--- config.mk ---
export PLATFORM = sky130hd
export DESIGN_NAME = spi_slave_rx
export DESIGN_NICKNAME = d
export VERILOG_FILES = /design/src/rtl/spi_pkg.sv /design/src/rtl/spi_sync_edge.sv /design/src/rtl/spi_slave_rx.sv
export SDC_FILE = /design/constraint.sdc
export NUM_CORES = 1
export LEC_CHECK = 0
export BUFFER_PORTS_ARGS = -buffer_cell sky130_fd_sc_hd__buf_4
export CELL_PAD_IN_SITES_DETAIL_PLACEMENT = 0
export CELL_PAD_IN_SITES_GLOBAL_PLACEMENT = 1
export CORE_MARGIN = 2
export CORE_UTILIZATION = 30
export DETAILED_ROUTE_END_ITERATION = 12
export GPL_TIMING_DRIVEN = 0
export PLACE_DENSITY = 0.6
export SLEW_MARGIN = 5
export SYNTH_ARGS = -nofsm -noshare
export SYNTH_HDL_FRONTEND = slang
export SYNTH_HIERARCHICAL = 1
export SYNTH_SLANG_ARGS = --single-unit
--- constraint.sdc ---
create_clock -name clk -period 2.3 [get_ports clk]
set_clock_uncertainty 0.2 [all_clocks]
set_input_delay 0.46 -clock clk [delete_from_list [all_inputs] [get_ports clk]]
set_output_delay 0.46 -clock clk [all_outputs]
set_load 0.005 [all_outputs]
--- src/rtl/spi_pkg.sv ---
// Shared SPI slave definitions: FSM state encoding, frame/data widths and command codes.
`timescale 1ns/1ps
package spi_pkg;

  localparam int FRAME_W = 10;
  localparam int DATA_W  = 8;
  localparam int CNT_W   = 4;

  localparam logic [CNT_W-1:0] FRAME_LEN = 4'd10;
  localparam logic [CNT_W-1:0] DATA_LEN  = 4'd8;

  typedef enum logic [2:0] {
    IDLE      = 3'd0,
    CHK_CMD   = 3'd1,
    WRITE     = 3'd2,
    READ_ADD  = 3'd3,
    READ_DATA = 3'd4
  } state_t;

  typedef enum logic [1:0] {
    CMD_WR_ADDR = 2'b00,
    CMD_WR_DATA = 2'b01,
    CMD_RD_ADDR = 2'b10,
    CMD_RD_DATA = 2'b11
  } cmd_t;

endpackage

--- src/rtl/spi_sync_edge.sv ---
// Multi-flop synchronizer for an asynchronous level plus one-clk rise/fall pulses
// derived from the synchronized value.
`timescale 1ns/1ps
module spi_sync_edge #(
  parameter int   SYNC_STAGES = 2,
  parameter logic RST_VAL     = 1'b0
) (
  input  logic clk,
  input  logic rst,
  input  logic din,
  output logic rise,
  output logic fall
);

  logic [SYNC_STAGES-1:0] sync;
  logic                   prev;
  logic                   level;

  always_ff @(posedge clk) begin
    if (rst) begin
      sync <= {SYNC_STAGES{RST_VAL}};
      prev <= RST_VAL;
    end else begin
      sync <= {sync[SYNC_STAGES-2:0], din};
      prev <= sync[SYNC_STAGES-1];
    end
  end

  assign level = sync[SYNC_STAGES-1];
  assign rise  = level & ~prev;
  assign fall  = ~level & prev;

endmodule

--- src/rtl/spi_slave_rx.sv ---
// SPI slave front end: receives 10-bit {cmd, payload} frames for the RAM and
// shifts read data back on miso during RD_DATA frames.
`timescale 1ns/1ps
module spi_slave_rx
  import spi_pkg::*;
#(
  parameter logic CPOL        = 1'b0,
  parameter logic CPHA        = 1'b0,
  parameter int   SYNC_STAGES = 2
) (
  input  logic                 clk,
  input  logic                 rst,
  input  logic                 sclk,
  input  logic                 ss_n,
  input  logic                 mosi,
  output logic                 miso,
  output logic [FRAME_W-1:0]   rx_data,
  output logic                 rx_valid,
  input  logic [DATA_W-1:0]    tx_data,
  input  logic                 tx_valid
);

  logic sclk_rise, sclk_fall;
  logic sample_edge, shift_edge;

  logic [SYNC_STAGES-1:0] ss_sync;
  logic [SYNC_STAGES-1:0] mosi_sync;
  logic                   ss_s, mosi_s;

  state_t             state;
  logic               rd_addr_seen;
  logic [CNT_W-1:0]   bit_cnt;
  logic [FRAME_W-2:0] rx_sr;
  logic [DATA_W-1:0]  tx_sr;
  logic [CNT_W-1:0]   tx_cnt;
  logic               rd_wait;

  spi_sync_edge #(
    .SYNC_STAGES (SYNC_STAGES),
    .RST_VAL     (CPOL)
  ) u_sclk_sync (
    .clk  (clk),
    .rst  (rst),
    .din  (sclk),
    .rise (sclk_rise),
    .fall (sclk_fall)
  );

  // ss_n and mosi use the same depth as sclk so all three stay aligned in time.
  always_ff @(posedge clk) begin
    if (rst) begin
      ss_sync   <= '1;
      mosi_sync <= '0;
    end else begin
      ss_sync   <= {ss_sync[SYNC_STAGES-2:0], ss_n};
      mosi_sync <= {mosi_sync[SYNC_STAGES-2:0], mosi};
    end
  end

  assign ss_s        = ss_sync[SYNC_STAGES-1];
  assign mosi_s      = mosi_sync[SYNC_STAGES-1];
  assign sample_edge = (CPOL == CPHA) ? sclk_rise : sclk_fall;
  assign shift_edge  = (CPOL == CPHA) ? sclk_fall : sclk_rise;

  // rx_sr holds the first nine bits; the tenth goes straight into rx_data.
  always_ff @(posedge clk) begin
    if (rst) begin
      state        <= IDLE;
      rd_addr_seen <= 1'b0;
      bit_cnt      <= '0;
      rx_sr        <= '0;
      tx_sr        <= '0;
      tx_cnt       <= '0;
      rd_wait      <= 1'b0;
      miso         <= 1'b0;
      rx_data      <= '0;
      rx_valid     <= 1'b0;
    end else begin
      rx_valid <= 1'b0;
      if (ss_s) begin
        state   <= IDLE;
        bit_cnt <= '0;
        rx_sr   <= '0;
        tx_sr   <= '0;
        tx_cnt  <= '0;
        rd_wait <= 1'b0;
        miso    <= 1'b0;
      end else begin
        case (state)
          IDLE: state <= CHK_CMD;

          CHK_CMD: begin
            if (sample_edge) begin
              rx_sr   <= {rx_sr[FRAME_W-3:0], mosi_s};
              bit_cnt <= 4'd1;
              if (!mosi_s)          state <= WRITE;
              else if (rd_addr_seen) state <= READ_DATA;
              else                   state <= READ_ADD;
            end
          end

          WRITE, READ_ADD, READ_DATA: begin
            if (sample_edge && bit_cnt != FRAME_LEN) begin
              rx_sr   <= {rx_sr[FRAME_W-3:0], mosi_s};
              bit_cnt <= bit_cnt + 4'd1;
              if (bit_cnt == FRAME_LEN - 4'd1) begin
                rx_data  <= {rx_sr, mosi_s};
                rx_valid <= 1'b1;
                if (state == READ_ADD)  rd_addr_seen <= 1'b1;
                if (state == READ_DATA) rd_addr_seen <= 1'b0;
              end
            end
            // Read data is only accepted once, on the first tx_valid after the strobe.
            if (state == READ_DATA) begin
              if (rx_valid) rd_wait <= 1'b1;
              if (rd_wait && tx_valid) begin
                tx_sr   <= tx_data;
                tx_cnt  <= DATA_LEN;
                rd_wait <= 1'b0;
              end else if (shift_edge) begin
                if (tx_cnt != '0) begin
                  miso   <= tx_sr[DATA_W-1];
                  tx_sr  <= {tx_sr[DATA_W-2:0], 1'b0};
                  tx_cnt <= tx_cnt - 4'd1;
                end else begin
                  miso <= 1'b0;
                end
              end
            end
          end

          default: state <= IDLE;
        endcase
      end
    end
  end

endmodule

==> run metrics <==
post-synthesis mux area share=13.4%; Post-Syn Area=2010 sq um; CTS Buf Count=5; CP arrival=2.08 ns; main combinational cell family by area after synthesis=simple AND/OR/NAND/NOR gates; Final Cycle Share=91.6%; Worst-Margin Slew=0.687 ns; r2r endpoint=rx_data[5]$_SDFFE_PP0P_; DR iter-0 viols=74; top cells by count, synth=49 x dfxtp_1, 27 x mux2i_1, 20 x nor2_1; first-pass GRT wire length=7330 um; Hold/Removal Path Class=in2reg; violated checks=DRC; RSZ-0062 raised after global routing=no; R2R setup slack=0.19 ns; syn_nets=225; Starting Density=31.3%; Post-synth EDFFs=0; global route total overflow=0; vias in the first global route=1522; I/O Pins=26; post-synth top area cell=dfxtp_1; final wirelength=4310 um; fin. max-slew vios=0; row cnt=29; XOR/XNOR Fraction of Synth Area=0.436%; Setup crit start kind=flip-flop; Layout area overhead=21.1%; worst r2r src=bit_cnt[0]$_SDFFE_PP0P_; initial antenna violation count=0; CP max FO=10; Avg WL per Cell=13.6 um; Post-synth top flop=dfxtp_1; sequential fraction of the synthesis area=48.8%; CTS tree=built; syn avg cell area=9.76 sq um; top cells by area, synth=dfxtp_1 49%, mux2i_1 13%, a21oi_1 3.7%; simple-gate share of the synthesized area=17.2%; Seq cells post-synth=49; clk root buf=clkbuf_8; post-layout instance area=2430 sq um; Setup Crit Path Kind=reg2reg; Tot GR Track Use=12.5%; Max Cap Viol=0; PwrDens=664 nW/um^2; CP Data Required Time=2.28 ns; clock buffer depth=2; ANT cells=0; synth warn=6; status=complete, but fails checks; first-pass iteration count of the detailed router=10; Final HPWL DP=3000 um; Final Hold Fails=0; fmax=475 MHz; pre-CTS setup slack=-0.109 ns; pin count of the biggest net entering global routing=16; Async S/R FF share, synth=0%; Unique masters post-synth=34; Pleak=0.939 nW; most common cell in the synthesized netlist=dfxtp_1; hold_ws=0.139 ns; CTS Hold Buffers Added=0; IO Port Bufs=25; Max IR drop VDD=0.301 mV; CP Capture Type=flip-flop; nets=257; Compound-Gate Fraction of Synth Area=14.1%; HP Start=rst; Cells after DPL=308; Hold Path Depth=2; worst skew pair latency=0.30 ns; Cell Area, Placed=2290 sq um; share of the synthesized area in the top cell type=48.8%; core area=6420 sq um; vias per cell=4.84; Post-DRT Antenna Nets=0; CTS clock-pin slew for the worst setup and hold paths=0.09 ns; Post-Route Setup TNS=0 ns; Gate Count Post-Synth=206; Endpoint, Worst Hold=u_sclk_sync/sync[0]$_SDFF_PP0_; cell count of the worst reg-to-reg path=7; vias=1528; max_slew headroom=54.0%; Die W=85.9 um; Residual DRC=2; Final Critical Period=2.11 ns; gpl congestion=0.758; Die Y=85.9 um; die area=7370 sq um; clk sink count=49; final setup fails=0; fraction of layout cells with a size suffix above 1=18.4%; non-filler cells, final=316; Setup WS post-layout=0.194 ns; CTS H-tree depth=2; Post-Synth Adder-Cell Area=3.11%
[per-stage QoR]
step	utilization, %	total power, W
4_1_cts	37.8	0.00164
6_report	37.9	0.00162
3_3_place_gp	35.7	0.000919
5_1_grt	37.9	0.00168
2_1_floorplan	-	0.000893
3_5_place_dp	35.7	0.000919
[where the power goes]
| part | leakage, nW | switching [W] | internal, W |
|---|---|---|---|
| sequential | 0.396 | 0.00000347 | 0.000853 |
| clock | 0.0681 | 0.000287 | 0.000432 |
| combinational | 0.475 | 0.0000198 | 0.0000218 |
| total | 0.939 | 0.000311 | 0.00131 |
[area by class of cell]
cell class                      count  area [sq um]
Buffer                              8          32.5
Sequential cell                    49           981
Fill cell                         660          3990
Tap cell                           77          96.3
Timing Repair Buffer               25           188
Clock inverter                      3          65.1
Inverter                            7          26.3
Multi-Input combinational cell    142           977
Clock buffer                        5          68.8
[state kept, by name, indices dropped and copies added (netlist names), 2 cells and up]
signal / count
rx_data: 10
rx_sr: 9
tx_sr: 8
bit_cnt: 4
tx_cnt: 4
state: 3
mosi_sync: 2
ss_sync: 2
u_sclk_sync/sync: 2
[what timing repair did]
item | 4_1_cts | 5_1_grt
gates resized for setup | 0 | 2
buffers inserted | 0 | 0
endpoints found under the setup margin | 0 | 16
[cells in the final DEF (no fill, tap or decap), types with 4 or more instances in the layout]
master,count
buf_4,25
nor2_1,20
clkbuf_8,5
mux2i_1,27
nand2_1,16
dfxtp_1,49
inv_1,7
nor2b_1,8
ha_1,5
a21oi_1,14
clkbuf_1,6
o21ai_0,4
nand3_1,6
a211oi_1,9
[metal layers]
metal	up-vias	global-route usage [%]	routed length, um
met2	25	19.5	1910
met1	707	17.3	2200
met4	0	3.75	32
met5	-	0	0
li1	792	-	-
met3	4	2.79	169
[kinds of logic (layout without fill, tap and decap cells)]
family                   Yosys count  after routing
buffers and inverters             15             48
multiplexers                      27             27
AO/OA/AOI/OAI                     41             41
AND/OR/NAND/NOR                   68             68
flip-flops                        49             49
adder cells (fa/ha/maj)            5              5
XOR/XNOR                           1              1
[how the worst max path moves through the flow]
| stage | start | to | slack (ns) | cells after the start |
|---|---|---|---|---|
| global route | bit_cnt[0]$_SDFFE_PP0P_ | rx_data[5]$_SDFFE_PP0P_ | 0.02 | 7 |
| CTS | u_sclk_sync/sync[1]$_SDFF_PP0_ | rx_data[4]$_SDFFE_PP0P_ | 0.06 | 6 |
| global placement | rst | tx_sr[1]$_SDFFE_PP0P_ | -0.15 | 6 |
| floorplan | u_sclk_sync/sync[1]$_SDFF_PP0_ | rx_data[0]$_SDFFE_PP0P_ | 0.42 | 6 |
| finish | bit_cnt[0]$_SDFFE_PP0P_ | rx_data[5]$_SDFFE_PP0P_ | 0.19 | 7 |
| detailed placement | rst | tx_sr[6]$_SDFFE_PP0P_ | -0.11 | 6 |
[critical path: stages, from the launching register on]
cell and delay (ns):
dfxtp_1 0.39, inv_1 0.09, ha_1 0.21, nor4bb_1 0.36
o2111ai_1 0.21, buf_2 0.28, mux2i_1 0.18, nor2_1 0.05
(Power assumes the default switching activity.)
